$ cat config.mk
export PLATFORM = sky130hd
export DESIGN_NAME = weighted_rr_arbiter_flat
export DESIGN_NICKNAME = d
export VERILOG_FILES = /design/src/rtl/weighted_rr_arbiter_if.sv /design/src/rtl/weighted_rr_arbiter.sv /design/src/flat_wrapper.sv
export SDC_FILE = /design/constraint.sdc
export NUM_CORES = 1
export LEC_CHECK = 0
export CAP_MARGIN = 0
export CELL_PAD_IN_SITES_DETAIL_PLACEMENT = 1
export CELL_PAD_IN_SITES_GLOBAL_PLACEMENT = 1
export CORE_MARGIN = 1.5
export CORE_UTILIZATION = 47
export DETAILED_ROUTE_END_ITERATION = 10
export PLACE_DENSITY_LB_ADDON = 0.05
export SYNTH_ARGS = -nofsm -noshare
export SYNTH_HDL_FRONTEND = slang
export SYNTH_SLANG_ARGS = --single-unit
$ cat constraint.sdc
create_clock -name clk -period 5.3 [get_ports clk]
set_input_delay 0.795 -clock clk [delete_from_list [all_inputs] [get_ports clk]]
set_output_delay 0.795 -clock clk [all_outputs]
set_load 0.1 [all_outputs]
$ cat src/rtl/weighted_rr_arbiter_if.sv
// Arbiter request/grant bundle: requester-side master, arbiter-side slave.
// Carries request vector, completion pulse, weight-write port and registered grant outputs.
interface weighted_rr_arbiter_if #(
    parameter int N  = 8,
    parameter int WW = 4,
    parameter int IW = 3
);
    logic [N-1:0]  req;
    logic          done;
    logic          wt_we;
    logic [IW-1:0] wt_idx;
    logic [WW-1:0] wt_data;
    logic [N-1:0]  gnt;
    logic [IW-1:0] gnt_idx;
    logic          gnt_valid;

    modport master (
        output req, done, wt_we, wt_idx, wt_data,
        input  gnt, gnt_idx, gnt_valid
    );

    modport slave (
        input  req, done, wt_we, wt_idx, wt_data,
        output gnt, gnt_idx, gnt_valid
    );
endinterface

$ cat src/rtl/weighted_rr_arbiter.sv
// Weighted round-robin arbiter: winner holds the grant for weight[idx] done pulses; optional watchdog under WRR_TIMEOUT_EN.
// Latency: grant registered one cycle after req is sampled; one idle cycle separates consecutive grants.
// Backpressure: none on requesters; a grant is held while req stays high and credit remains.
module weighted_rr_arbiter #(
    parameter int N       = 8,
    parameter int WW      = 4,
    parameter int IW      = 3,
    parameter int TIMEOUT = 255
) (
    input  logic                 clk,
    input  logic                 rst_n,
    weighted_rr_arbiter_if.slave arb_if
);
    localparam logic [0:0] ST_IDLE  = 1'b0;
    localparam logic [0:0] ST_GRANT = 1'b1;

    if (N < 2 || N > 32 || IW != $clog2(N) || TIMEOUT < 1) begin : g_bad_param
        $error("weighted_rr_arbiter: illegal parameter combination");
    end

    logic [0:0]    state_q, state_d;
    logic [N-1:0]  gnt_q, gnt_d;
    logic [IW-1:0] gnt_idx_q, gnt_idx_d;
    logic          gnt_valid_q, gnt_valid_d;
    logic [WW-1:0] credit_q, credit_d;
    logic [IW-1:0] ptr_q, ptr_d;
    logic [WW-1:0] weight_q [N];
    logic [WW-1:0] weight_d [N];

    logic          win_found;
    logic [IW-1:0] win_idx;
    logic [IW-1:0] cand;
    logic          release_now;
    logic          wd_expire;

    // Search starts just after the last released index and ends on it.
    always_comb begin
        win_found = 1'b0;
        win_idx   = '0;
        cand      = '0;
        for (int k = 1; k <= N; k++) begin
            cand = IW'((int'(ptr_q) + k) % N);
            if (!win_found && arb_if.req[cand]) begin
                win_found = 1'b1;
                win_idx   = cand;
            end
        end
    end

    assign release_now = (state_q == ST_GRANT) &&
                         ((arb_if.done && credit_q == WW'(1)) ||
                          !arb_if.req[gnt_idx_q] || wd_expire);

`ifdef WRR_TIMEOUT_EN
    localparam int WDW = $clog2(TIMEOUT + 1);
    logic [WDW-1:0] wd_q, wd_d;

    // Expires on the edge where the count of done-free grant cycles reaches TIMEOUT.
    assign wd_expire = (state_q == ST_GRANT) && !arb_if.done &&
                       (wd_q == WDW'(TIMEOUT - 1));

    always_comb begin
        wd_d = wd_q;
        if (state_q == ST_IDLE) begin
            if (win_found) wd_d = '0;
        end else if (arb_if.done || release_now) begin
            wd_d = '0;
        end else begin
            wd_d = wd_q + WDW'(1);
        end
    end

    always_ff @(posedge clk or negedge rst_n) begin
        if (!rst_n) wd_q <= '0;
        else        wd_q <= wd_d;
    end
`else
    assign wd_expire = 1'b0;
`endif

    always_comb begin
        state_d     = state_q;
        gnt_d       = gnt_q;
        gnt_idx_d   = gnt_idx_q;
        gnt_valid_d = gnt_valid_q;
        credit_d    = credit_q;
        ptr_d       = ptr_q;
        weight_d    = weight_q;

        if (state_q == ST_IDLE) begin
            if (win_found) begin
                state_d          = ST_GRANT;
                gnt_d            = '0;
                gnt_d[win_idx]   = 1'b1;
                gnt_idx_d        = win_idx;
                gnt_valid_d      = 1'b1;
                // Reads the pre-write weight, so a same-edge write takes effect next grant.
                credit_d         = (weight_q[win_idx] == '0) ? WW'(1) : weight_q[win_idx];
            end
        end else begin
            if (release_now) begin
                state_d     = ST_IDLE;
                gnt_d       = '0;
                gnt_valid_d = 1'b0;
                ptr_d       = gnt_idx_q;
            end else if (arb_if.done) begin
                credit_d = credit_q - WW'(1);
            end
        end

        if (arb_if.wt_we && int'(arb_if.wt_idx) < N) begin
            weight_d[arb_if.wt_idx] = arb_if.wt_data;
        end
    end

    always_ff @(posedge clk or negedge rst_n) begin
        if (!rst_n) begin
            state_q     <= ST_IDLE;
            gnt_q       <= '0;
            gnt_idx_q   <= '0;
            gnt_valid_q <= 1'b0;
            credit_q    <= '0;
            ptr_q       <= IW'(N - 1);
            for (int i = 0; i < N; i++) weight_q[i] <= WW'(1);
        end else begin
            state_q     <= state_d;
            gnt_q       <= gnt_d;
            gnt_idx_q   <= gnt_idx_d;
            gnt_valid_q <= gnt_valid_d;
            credit_q    <= credit_d;
            ptr_q       <= ptr_d;
            for (int i = 0; i < N; i++) weight_q[i] <= weight_d[i];
        end
    end

    assign arb_if.gnt       = gnt_q;
    assign arb_if.gnt_idx   = gnt_idx_q;
    assign arb_if.gnt_valid = gnt_valid_q;
endmodule

$ cat src/flat_wrapper.sv
// flat-port wrapper written by rule: the top's interface ports become plain ports
module weighted_rr_arbiter_flat 
#(
    parameter int N       = 8,
    parameter int WW      = 4,
    parameter int IW      = 3,
    parameter int TIMEOUT = 255
)
  (clk, rst_n, arb_if_req, arb_if_done, arb_if_wt_we, arb_if_wt_idx, arb_if_wt_data, arb_if_gnt, arb_if_gnt_idx, arb_if_gnt_valid);
  weighted_rr_arbiter_if #(.N(N), .WW(WW), .IW(IW)) arb_if_i ();
  input  logic clk;
  input  logic rst_n;
  input wire logic [$bits(arb_if_i.req)-1:0] arb_if_req;
  input wire logic [$bits(arb_if_i.done)-1:0] arb_if_done;
  input wire logic [$bits(arb_if_i.wt_we)-1:0] arb_if_wt_we;
  input wire logic [$bits(arb_if_i.wt_idx)-1:0] arb_if_wt_idx;
  input wire logic [$bits(arb_if_i.wt_data)-1:0] arb_if_wt_data;
  output wire logic [$bits(arb_if_i.gnt)-1:0] arb_if_gnt;
  output wire logic [$bits(arb_if_i.gnt_idx)-1:0] arb_if_gnt_idx;
  output wire logic [$bits(arb_if_i.gnt_valid)-1:0] arb_if_gnt_valid;
  assign arb_if_i.req = arb_if_req;
  assign arb_if_i.done = arb_if_done;
  assign arb_if_i.wt_we = arb_if_wt_we;
  assign arb_if_i.wt_idx = arb_if_wt_idx;
  assign arb_if_i.wt_data = arb_if_wt_data;
  assign arb_if_gnt = arb_if_i.gnt;
  assign arb_if_gnt_idx = arb_if_i.gnt_idx;
  assign arb_if_gnt_valid = arb_if_i.gnt_valid;
  weighted_rr_arbiter #(.N(N), .WW(WW), .IW(IW), .TIMEOUT(TIMEOUT)) u_core (.clk(clk), .rst_n(rst_n), .arb_if(arb_if_i));
endmodule
==> out/metrics.cfg <==
[finish]
drive_gt1_frac=0.273
diodes=0
final_area_sq_um=3890
finish.utilization=0.566
final_cells=418
layout.nets=344
areaGrowthSynthToFinish_pct=14.8

[logic_synthesis]
synth-seq-cells=52
synth_top_family_by_area=multiplexers
synth_xor_area_frac=0.0129
synth_simple_gate_area_share=0.114
synth_ff_type=dfrtp_1
synthCells=290
synth_fp_nets=313
yosys_warnings=0
ys_types=51
syn_area_per_cell_sq_um=11.7
synth_mux_area_frac=0.329
synth_compound_area_frac=0.111
synth_fa_ha_area_frac=0.0148
netlist_area_sq_um=3390
synth_edf_count=0
synth_seq_area_share=0.388
async_reset_ff_frac=1.00

[routing]
wl_met3_um=331
drt-met1-wl_um=4160
drc=0
vias=2528
totalWireLength_um=8540
wl_met2_um=3960
drtIter0Drc=128
via_per_inst=6.05
maxUsedRoutingLayer=met4
ant_nets=0
first_pass_iters=4
wl_per_cell_um=20.4

[worst_setup_path]
startpoint_type=flop
crit_path_end_kind=flop
rr_endpoint=u_core.credit_q[0]
critPathRequiredTime_ns=5.49
worstPathMaxFanout=21
path_class=flop to flop
r2r_cells=11
ff2ff_setup_slack_ns=0.55
cp.arrival_ns=4.94
reg2reg_from=u_core.ptr_q[0]

[global_route]
grt_pass1_wl_um=13800
overflow=0
grt_max_degree=53
track_usage=0.238
first_global_vias=2624
antenna_found_initial=0

[placement]
dpl_cell_area_sq_um=3770
io_buffers=30
dp_cells=410
hpwl_um=6390
place_congestion=0.881

[floorplanning]
coreArea_sq_um=6870
die_h_um=87.9
io_pins=31
start_util=0.493
die_w_um=87.9
die_area_sq_um=7720
rows=30

[timing]
min_period_ns=4.75
fmax_ghz=0.210
tightest_slew_ns=0.977
timing.setup.tns_ns=0
finalSetupViolations=0
hold_viol=0
rsz0062_at_grt=false
min_period_over_period=0.897
final_max_slew_viol_count=0
finClkSkew_ns=0.00914
relSlewSlack=0.347

[clock_tree]
ctsHtreeMaxLevel=2
cts_hold_buf=0
cts_buffers=5
post_cts_resized=0
cts_tree=yes
cts_sinks=52
clock_latency_ns=0.31
clk_pin_slew_ns=0.10
cts_root_buf=clkbuf_8
postCtsSetupRepairBufs=0
cts.path.max_buffers=2

[hold_path]
hold_end=u_core.arb_if.gnt[0]
hold_class=flop to flop
timing.hold.worst.start=u_core.arb_if.gnt[0]
hold_depth=2

[flow_run]
drv_cap=0

[outcome]
status=finished clean

cell families (layout without fill, tap and decap cells):
| logic type | Yosys count | in the layout |
|---|---|---|
| multiplexers | 83 | 83 |
| AO/OA/AOI/OAI | 51 | 51 |
| flip-flops | 52 | 52 |
| XOR/XNOR | 5 | 5 |
| adder cells (fa/ha/maj) | 4 | 4 |
| AND/OR/NAND/NOR | 74 | 74 |
| buffers and inverters | 21 | 53 |
registers in the layout (all words and copies together) (netlist names):
signal	count
u_core.arb_if.gnt	8
u_core.arb_if.gnt_idx	3
u_core.arb_if.gnt_valid	1
u_core.credit_q	4
u_core.ptr_q	3
u_core.state_q	1
u_core.weight_q	32
synth_stat cells (2+ instances only):
master,instances,area [sq um]
nand4_1,4,25.0
nor2b_1,3,18.8
mux2i_4,2,45.0
clkbuf_1,5,18.8
mux2i_1,24,240
o221ai_1,2,17.5
xnor2_1,3,26.3
nor3_1,6,30.0
buf_2,3,15.0
o31a_1,2,17.5
o21ai_1,2,10.0
nand4b_1,3,26.3
a221oi_1,2,17.5
xor2_1,2,17.5
dfstp_2,11,289
nand2b_1,5,31.3
nor3b_1,4,30.0
a21boi_1,2,15.0
mux4_2,15,338
nor2_1,12,45.0
a211oi_1,2,15.0
inv_1,11,41.3
ha_1,4,50.1
mux2_2,40,450
a21oi_1,5,25.0
dfrtp_1,41,1030
nand3_1,5,25.0
a22o_1,7,61.3
and2_1,4,25.0
o22ai_1,4,25.0
o21ai_0,13,65.1
nand2_1,23,86.3
final cells by class:
type	count	area, sq um
sequential	52	1320
clock buffer	5	68.8
fill	701	2980
multi-input combinational	217	1970
inverter	11	41.3
clock inverter	3	46.3
tap	96	120
timing repair buffer	34	325
worst max-delay path: stages (launching register included):
cell	delay (ns)
dfstp_2	0.87
inv_1	0.17
ha_1	0.56
mux4_2	0.63
mux2i_4	0.23
nand2_2	0.09
or4b_4	0.58
o211ai_4	0.51
mux2i_1	0.18
mux4_2	0.53
a41oi_1	0.19
o21ai_1	0.08
cell usage in the layout (no fill, tap or decap), types with 5 or more instances in the layout:
master           instances
dfrtp_1                 41
mux2_2                  40
clkdlybuf4s50_1         29
mux2i_1                 24
nand2_1                 23
mux4_2                  15
o21ai_0                 13
nor2_1                  12
inv_1                   11
dfstp_2                 11
a22o_1                   7
nor3_1                   6
nand2b_1                 5
a21oi_1                  5
nand3_1                  5
clkbuf_8                 5
stage by stage:
step                      hold WS (ns)  setup slack, ns
after global placement           0.477            0.753
after floorplan                  0.479            0.958
final                            0.507            0.546
after detailed placement         0.481            0.601
after global routing             0.535            0.331
after CTS                        0.509            0.578
worst max-delay path by stage:
stage                               endpoint            start  cells after the start  slack, ns
after global placement    u_core.credit_q[0]  u_core.ptr_q[0]                     11       0.75
after CTS                 u_core.credit_q[0]  u_core.ptr_q[0]                     11       0.58
after detailed placement  u_core.credit_q[0]  u_core.ptr_q[0]                     11       0.60
after global routing      u_core.credit_q[0]  u_core.ptr_q[0]                     11       0.33
final                     u_core.credit_q[0]  u_core.ptr_q[0]                     11       0.55
after floorplan           u_core.credit_q[0]  u_core.ptr_q[1]                     13       0.96
layer usage:
| metal | up-vias | track usage |
|---|---|---|
| met5 | - | 0 |
| met4 | 0 | 0.0519 |
| met3 | 7 | 0.0377 |
| met2 | 64 | 0.363 |
| met1 | 1292 | 0.359 |
| li1 | 1165 | - |
Power is left out: the tool's default activity adds up to more than one toggle a clock period on the data nets, which glitch-free logic cannot reach.
